File: src/rtl/maxnet_pkg.sv
// maxnet_pkg
// Shared definitions for the MAXNET input loader: state encoding,
// frame size and default word width.
package maxnet_pkg;

    localparam int N_INPUTS       = 4;
    localparam int DEFAULT_DATA_W = 8;

    typedef logic [1:0] state_t;

    localparam state_t S_FILL   = 2'd0;
    localparam state_t S_LAUNCH = 2'd1;
    localparam state_t S_WAIT   = 2'd2;

endpackage

File: src/rtl/maxnet_input_loader_wdog.sv
// loader_wdog
// Done-wait watchdog for the input loader. Counts enabled cycles since the
// last clear and flags the cycle in which the count reaches TIMEOUT_CYCLES.
// Only built when LOADER_TIMEOUT_EN is defined.
//
// Ports:
//   clk, rst_n : clock, asynchronous active-low reset
//   clear      : zero the counter (asserted the cycle before counting starts)
//   enable     : count this cycle
//   expired    : high in the enabled cycle that brings the count to TIMEOUT_CYCLES
module loader_wdog #(
    parameter int TIMEOUT_CYCLES = 255
) (
    input  logic clk,
    input  logic rst_n,
    input  logic clear,
    input  logic enable,
    output logic expired
);

    localparam int CNT_W = $clog2(TIMEOUT_CYCLES + 1);

    logic [CNT_W-1:0] count;

    always_ff @(posedge clk or negedge rst_n) begin
        if (!rst_n) begin
            count <= '0;
        end else if (clear) begin
            count <= '0;
        end else if (enable && (count != CNT_W'(TIMEOUT_CYCLES))) begin
            count <= count + 1'b1;
        end
    end

    // count holds the number of cycles already spent, so the current cycle is
    // the TIMEOUT_CYCLES-th one when count is one short of the limit.
    assign expired = enable && (count == CNT_W'(TIMEOUT_CYCLES - 1));

endmodule

File: src/rtl/maxnet_input_loader.sv
// maxnet_input_loader
// Collects four-word frames from a valid/ready stream, presents them on
// x1..x4, launches the controller with a one-cycle start pulse and waits for
// done before accepting the next frame. Short and long frames are dropped
// with a frame_err pulse; a long frame also discards words up to and
// including its in_last.
//
// Optional feature: define LOADER_TIMEOUT_EN to add a done-wait watchdog
// (TIMEOUT_CYCLES); without it timeout is tied low.
//
// Ports:
//   clk, rst_n         : clock, asynchronous active-low reset
//   in_valid/in_ready  : upstream handshake
//   in_data, in_last   : upstream word and end-of-frame marker
//   x1..x4             : buffered frame, stable while busy
//   start              : launch pulse to the controller
//   done               : completion from the controller
//   busy               : high in LAUNCH and WAIT
//   frame_err          : one-cycle pulse after a malformed frame
//   timeout            : one-cycle pulse in the WAIT cycle that expires
//
// state    | meaning
// ---------+-----------------------------------------------
// S_FILL   | accepting words into x[cnt]
// S_LAUNCH | frame complete, start pulsed this cycle
// S_WAIT   | waiting for done (or watchdog expiry)
module maxnet_input_loader
    import maxnet_pkg::*;
#(
    parameter int DATA_W         = DEFAULT_DATA_W,
    parameter int TIMEOUT_CYCLES = 255
) (
    input  logic              clk,
    input  logic              rst_n,
    input  logic              in_valid,
    output logic              in_ready,
    input  logic [DATA_W-1:0] in_data,
    input  logic              in_last,
    output logic [DATA_W-1:0] x1,
    output logic [DATA_W-1:0] x2,
    output logic [DATA_W-1:0] x3,
    output logic [DATA_W-1:0] x4,
    output logic              start,
    input  logic              done,
    output logic              busy,
    output logic              frame_err,
    output logic              timeout
);

    if (TIMEOUT_CYCLES < 1) begin : g_bad_timeout
        $error("TIMEOUT_CYCLES must be at least 1");
    end

    state_t            state;
    logic [1:0]        cnt;
    logic              discard;
    logic [DATA_W-1:0] xr [N_INPUTS];
    logic              accept;
    logic              wdog_expired;

    assign in_ready = (state == S_FILL);
    assign accept   = in_valid && in_ready;
    assign start    = (state == S_LAUNCH);
    assign busy     = (state == S_LAUNCH) || (state == S_WAIT);

    assign x1 = xr[0];
    assign x2 = xr[1];
    assign x3 = xr[2];
    assign x4 = xr[3];

`ifdef LOADER_TIMEOUT_EN
    loader_wdog #(
        .TIMEOUT_CYCLES (TIMEOUT_CYCLES)
    ) u_wdog (
        .clk     (clk),
        .rst_n   (rst_n),
        .clear   (state == S_LAUNCH),
        .enable  (state == S_WAIT),
        .expired (wdog_expired)
    );

    // done takes priority over a coinciding expiry.
    assign timeout = (state == S_WAIT) && wdog_expired && !done;
`else
    assign wdog_expired = 1'b0;
    assign timeout      = 1'b0;
`endif

    always_ff @(posedge clk or negedge rst_n) begin
        if (!rst_n) begin
            state     <= S_FILL;
            cnt       <= '0;
            discard   <= 1'b0;
            frame_err <= 1'b0;
            for (int i = 0; i < N_INPUTS; i++) begin
                xr[i] <= '0;
            end
        end else begin
            frame_err <= 1'b0;
            case (state)
                S_FILL: begin
                    if (accept) begin
                        if (discard) begin
                            // Tail of a long frame: drop words through in_last.
                            if (in_last) begin
                                discard <= 1'b0;
                            end
                        end else begin
                            xr[cnt] <= in_data;
                            if (cnt == 2'd3) begin
                                cnt <= '0;
                                if (in_last) begin
                                    state <= S_LAUNCH;
                                end else begin
                                    frame_err <= 1'b1;
                                    discard   <= 1'b1;
                                end
                            end else if (in_last) begin
                                cnt       <= '0;
                                frame_err <= 1'b1;
                            end else begin
                                cnt <= cnt + 2'd1;
                            end
                        end
                    end
                end
                S_LAUNCH: begin
                    state <= S_WAIT;
                end
                S_WAIT: begin
                    if (done || wdog_expired) begin
                        state <= S_FILL;
                    end
                end
                default: begin
                    state <= S_FILL;
                end
            endcase
        end
    end

endmodule

File: config.mk
export PLATFORM = sky130hd
export DESIGN_NAME = maxnet_input_loader
export DESIGN_NICKNAME = d
export VERILOG_FILES = /design/src/rtl/maxnet_pkg.sv /design/src/rtl/maxnet_input_loader_wdog.sv /design/src/rtl/maxnet_input_loader.sv
export SDC_FILE = /design/constraint.sdc
export NUM_CORES = 1
export LEC_CHECK = 0
export ABC_CLOCK_PERIOD_IN_PS = 1600
export CAP_MARGIN = 20
export CELL_PAD_IN_SITES_DETAIL_PLACEMENT = 1
export CELL_PAD_IN_SITES_GLOBAL_PLACEMENT = 2
export CORE_MARGIN = 2
export CORE_UTILIZATION = 27
export CTS_BUF_LIST = sky130_fd_sc_hd__clkbuf_16
export CTS_CLUSTER_SIZE = 24
export DETAILED_ROUTE_END_ITERATION = 10
export HOLD_SLACK_MARGIN = 0.08
export PLACE_DENSITY_LB_ADDON = 0.1
export SLEW_MARGIN = 20
export SYNTH_ARGS = -nofsm -noshare
export SYNTH_HDL_FRONTEND = slang
export SYNTH_HIERARCHICAL = 1
export SYNTH_SLANG_ARGS = --single-unit
File: constraint.sdc
create_clock -name clk -period 1.6 [get_ports clk]
set_input_delay 0.32 -clock clk [delete_from_list [all_inputs] [get_ports clk]]
set_output_delay 0.32 -clock clk [all_outputs]
set_load 0.005 [all_outputs]
==> flow_summary.yaml, run 1 <==
status:
  status: "finished, violations left"
  violations: "setup timing"
sta:
  fmax_mhz: 618
  fin_crit_sh_pct: 101
  timing.final.ws_setup_ps: -17.1
  clock_skew_ps: 4.78
  finalMaxSlewViolations: 0
  finalSetupViolCount: 15
  min_period_ps: 1620
  rsz0062_at_grt: "yes"
  worst_hold_slack_ps: 503
  hold_viol: 0
synthesis:
  synth_cells: 106
  synth.distinct_cells: 16
  synth_warnings: 6
  ys_seq_area_share_pct: 59.8
  synthesis.area_sq_um: 1590
  synth_top_area_cell: "dfrtp_1"
  postSynthAreaPerCell_sq_um: 15.0
  ys_seq_elements: 38
  syn_nets: 128
  synthTopCellsByArea: "dfrtp_1 (60%), mux2_2 (24%), ha_1 (7.1%), inv_1 (1.7%), nand2_2 (1.6%)"
  synth_top_area_share_pct: 59.8
place:
  port_buffers: 48
  place_congestion: 0.649
  post-place-ws_ps: -326
  post-dp-hpwl_um: 2800
floorplanning:
  fp.coreArea_sq_um: 5610
  die_h_um: 80.7
  die_w_um: 80.7
  rows: 27
  io_pins: 50
  start_util_pct: 28.3
  die-area_sq_um: 6510
power:
  irDropWorstVdd_mv: 0.874
  leakagePower_nw: 1.14
  power.density_nw_per_um2: 1880
clocking:
  htreeDepth: 2
  cts-root-buf: "clkbuf_16"
  cts.clk_slew.worst_paths_ps: 60
  clk_latency_ps: 270
  numCtsBuffers: 5
  cts.sinks: 38
  tritoncts: "built"
  clock_path_buffers: 2
detailed_routing:
  vias: 1088
  antenna_left: 0
  route.detailed.drc: 0
  vias_per_cell: 4.37
  drtIter0Drc: 45
  totalWireLength_um: 4100
  wl_per_cell_um: 16.4
  drt_pass1_iterations: 4
worst_hold_path:
  min_from: "x4[3]"
  hp-class: "reg -> reg"
worst_setup_path:
  required_ps: 1760
  critPathKind: "reg -> reg"
  rrSetupSlack_ps: -20
  critPathLaunch: "state[0]"
  critical_path.max_stage_delay_ps: 390
  path_max_fanout: 8
  worstReg2RegStart: "state[0]"
  path_cells: "inv_2, ha_4, and4b_4, buf_12, nand2_8, mux2_4"
  crit_path_top_delay_cell: "dfrtp_1"
  start_kind: "flip-flop"
  worstPathArrival_ps: 1770
  endpoint_kind: "flip-flop"
grt:
  globalRouteOverflowTotal: 0
  grt_use_total_pct: 13.4
  grt_pass1_vias: 1243
  grt_pass1_wl_um: 6470
  antenna_found_initial: 0
  grt_max_degree: 21
finish:
  drive_above_1_share_pct: 39.5
  nets: 199
  syn_to_final_growth_pct: 61.2
  antenna_cells: 0
job:
  maxCapViolations: 0
[worst paths after layout]
check	to	cells after the start
hold / removal	x4[3]	1
min in group asynchronous	x4[2]	2
max in group asynchronous	x2[7]	3
setup / recovery	x2[2]	6
setup reg to reg	x2[2]	6
hold reg to reg	x4[3]	1
[cell usage after synthesis, drive strengths merged]
cell type  number
inv             7
nor2b           1
nand2           4
a41oi           1
nand3           2
mux2           34
dfrtp          38
a222oi          1
a31oi           1
ha              9
nand3b          1
o21ai           2
conb            1
nor2            1
buf             2
and4b           1
[cell type report]
class                   instances  area, sq um
multi-input cells              59          717
well taps                      72         90.1
inverters                       7         26.3
flip-flops and latches         38          951
clock inverters                 2         7.51
clock buffers                   5          125
repair buffers                 66          644
fillers                       587         3050
[layout by cell type, fill, tap and decap left out, drive strengths merged, types with 2 or more instances in the layout]
master,synthesis,routed
nand2,4,4
ha,9,9
nand3,2,2
inv,7,9
clkbuf,0,6
mux2,34,34
buf,2,19
dfrtp,38,38
o21ai,2,2
clkdlybuf4s50,0,44
[repair_timing]
action                                  4_1_cts  5_1_grt
setup buffers                                 3        3
pin swaps                                     3        4
resized for setup                            19       14
endpoints found under the hold margin        18        0
hold buffers                                  1        0
endpoints found under the setup margin       37       36
[kinds of logic (layout without fill, tap and decap cells)]
logic type	Yosys count	in the layout	share of synthesized area (%)
AOI/OAI and AO/OA	5	5	2.21
DFF	38	38	59.8
other	1	1	0.236
and+or+nand+nor	10	10	3.94
muxes	34	34	24.1
buffers and inverters	9	80	2.60
adders and majority gates	9	9	7.09
[per-stage QoR]
| step | std cells | TNS [ps] | total power, mW | area, sq um | utilization (%) |
|---|---|---|---|---|---|
| 2_1_floorplan | 106 | -102 | 2.35 | 1590 | - |
| 3_3_place_gp | 235 | -8140 | 3.54 | 2230 | 39.8 |
| 3_5_place_dp | 235 | -9850 | 3.61 | 2230 | 39.8 |
| 4_1_cts | 246 | -530 | 4.69 | 2460 | 43.9 |
| 5_1_grt | 249 | -1930 | 5.16 | 2560 | 45.7 |
| 6_report | 249 | -110 | 4.83 | 2560 | 45.7 |
[layer usage]
layer | part of all wire (%) | global-route usage (%)
met5 | 0 | 0
met4 | 1.4 | 5.08
met3 | 5.6 | 4.38
met2 | 53 | 23.3
met1 | 40 | 15.5
[state kept, by name, indices dropped and copies added, names as in the netlist]
signal / cells
x2: 8
frame_err: 1
discard: 1
x3: 8
x4: 8
cnt: 2
state: 2
x1: 8
[worst max-delay path, delay by kind of cell (launching register included)]
family                   cells  cell delay (ps)
multiplexers                 1              310
flip-flops                   1              390
adder cells (fa/ha/maj)      1              160
buffers and inverters        2              250
AND/OR/NAND/NOR              2              380
[power breakdown]
group | switching, mW | internal (mW) | leakage, nW
Sequential | 0.244 | 1.41 | 0.482
Combinational | 0.785 | 1.49 | 0.587
Clock | 0.341 | 0.556 | 0.0723
Total | 1.37 | 3.46 | 1.14
Note: power is estimated with default switching activity, not from simulation.
==> inputs of run 2 (changes only) <==
SLEW_MARGIN = unset   (was 20)
==> results of run 2 <==
No change in the layout: final DEF, timing and power equal those of run 1.
==> inputs of run 3 (changes only) <==
CTS_BUF_LIST = unset   (was sky130_fd_sc_hd__clkbuf_16)
==> flow_summary.yaml, run 3 (synthesis results as in run 1) <==
power:
  power.density_nw_per_um2: 1810
  power_frac_clock_pct: 13.6
  p_seq_share_pct: 36.9
  leakagePower_nw: 1.09
  combPwrFrac_pct: 49.5
  power_mw: 4.47
  irDropWorstVdd_mv: 0.786
  p_sw_mw: 1.31
  power.share.switching_pct: 29.4
  cell_internal_pwr_mw: 3.16
clocking:
  cts.clk_slew.worst_paths_ps: 70
  cts.sinks: 38
  clk_latency_ps: 280
  cts-root-buf: "clkbuf_8"
  tritoncts: "built"
  clock_path_buffers: 2
  numCtsBuffers: 5
  htreeDepth: 2
detailed_routing:
  route.detailed.drc: 0
  antenna_left: 0
  vias_per_cell: 4.34
  drt_pass1_iterations: 4
  vias: 1071
  wl_per_cell_um: 16.1
  totalWireLength_um: 3980
  drtIter0Drc: 24
sta:
  rsz0062_at_grt: "yes"
  worst_hold_slack_ps: 506
  min_period_ps: 1630
  fin_crit_sh_pct: 102
  hold_viol: 0
  fin_tns_setup_ps: -381
  finalMaxSlewViolations: 0
  fmax_mhz: 614
  clock_skew_ps: 3.83
  timing.final.ws_setup_ps: -28.5
  finalSetupViolCount: 30
worst_setup_path:
  crit_end: "x2[3]"
  endpoint_kind: "flip-flop"
  r2r_cells: 7
  worstReg2RegStart: "state[0]"
  start_kind: "flip-flop"
  path_max_fanout: 8
  rrSetupSlack_ps: -30
  worstPathArrival_ps: 1790
  r2r_end: "x2[3]"
  critPathLaunch: "state[0]"
  required_ps: 1770
  critPathKind: "reg -> reg"
floorplanning:
  die_w_um: 80.7
  die-area_sq_um: 6510
  io_pins: 50
  fp.coreArea_sq_um: 5610
  rows: 27
  die_h_um: 80.7
  start_util_pct: 28.3
grt:
  grt_max_degree: 21
  globalRouteOverflowTotal: 0
  grt_use_total_pct: 13.4
  grt_pass1_vias: 1232
  grt_pass1_wl_um: 6450
  antenna_found_initial: 0
place:
  dpl_cell_area_sq_um: 2230
  post-dp-hpwl_um: 2800
  port_buffers: 48
  post-place-ws_ps: -326
  place_congestion: 0.649
finish:
  nets: 197
  final_cell_mix: "clkdlybuf4s50_1 (44), dfrtp_1 (38), mux2_2 (32)"
  fin_area_sq_um: 2460
  antenna_cells: 0
  final_common_cell: "clkdlybuf4s50_1"
  drive_above_1_share_pct: 39.4
  fillers: 600
  syn_to_final_growth_pct: 55.1
worst_hold_path:
  hp-class: "reg -> reg"
job:
  maxCapViolations: 0
status:
  violations: "setup timing"
  status: "finished, violations left"
-- run 3: cell count changes in the layout (fill, tap and decap cells not counted) --
cell	delta
clkbuf_16	-5
clkbuf_8	+5
clkbuf_1	+2
inv_1	-2
buf_12	-1
buf_2	-1
buf_4	-1
buf_6	+1
clkbuf_2	+1
clkdlybuf4s15_1	-1
ha_2	+1
ha_4	-1
mux2_2	+1
mux2_4	-1
-- run 3: through the flow --
step | utilization [%] | instances
floorplan | - | 106
global placement | 39.8 | 235
detailed placement | 39.8 | 235
CTS | 42.9 | 246
global route | 44.0 | 247
finish | 44.0 | 247
-- run 3: metal layers --
layer | part of all wire, % | global-route usage (%) | routed length, um | vias up
met3 | 5.1 | 4.72 | 201 | 4
met1 | 42 | 15.7 | 1660 | 537
met5 | 0 | 0 | 0 | -
met4 | 0.96 | 4.58 | 38 | 0
met2 | 52 | 22.8 | 2080 | 25
li1 | - | - | - | 505
-- run 3: power by group through the flow --
stage	registers, mW	logic (mW)	clock network [mW]
2_1_floorplan	1.67	0.690	0
3_3_place_gp	1.65	1.89	0
3_5_place_dp	1.67	1.95	0
4_1_cts	1.66	2.14	0.643
5_1_grt	1.71	2.41	0.678
6_report	1.65	2.21	0.606
-- run 3: area by class of cell --
cell class	instances	area [sq um]	share of cell area (%)
Tap cell	72	90.1	3.65
Multi-Input combinational cell	59	703	28.5
Sequential cell	38	951	38.6
Clock buffer	7	76.3	3.10
Inverter	7	26.3	1.07
Timing Repair Buffer	64	618	25.1
-- run 3: worst min path at each step --
stage | from | depth (start not counted) | endpoint | slack, ps
detailed placement | rst_n | 1 | x4[2] | 310
global placement | rst_n | 1 | x4[2] | 310
global route | x4[3] | 1 | x4[3] | 520
floorplan | rst_n | 0 | cnt[0] | 20
CTS | x3[6] | 1 | x3[6] | 510
finish | x3[6] | 1 | x3[6] | 510
-- run 3: critical path, stage by stage, from the launching register on --
cell,delay [ps]
dfrtp_1,360
inv_2,60
buf_6,110
ha_4,160
and4b_4,200
buf_12,150
nand2_8,120
mux2_2,350
-- run 3: repair_timing --
action	in CTS	in global routing
gates resized for setup	23	10
pin swaps	2	4
hold buffers	1	0
setup endpoints to repair	37	37
setup buffers	3	2
endpoints found under the hold margin	18	0
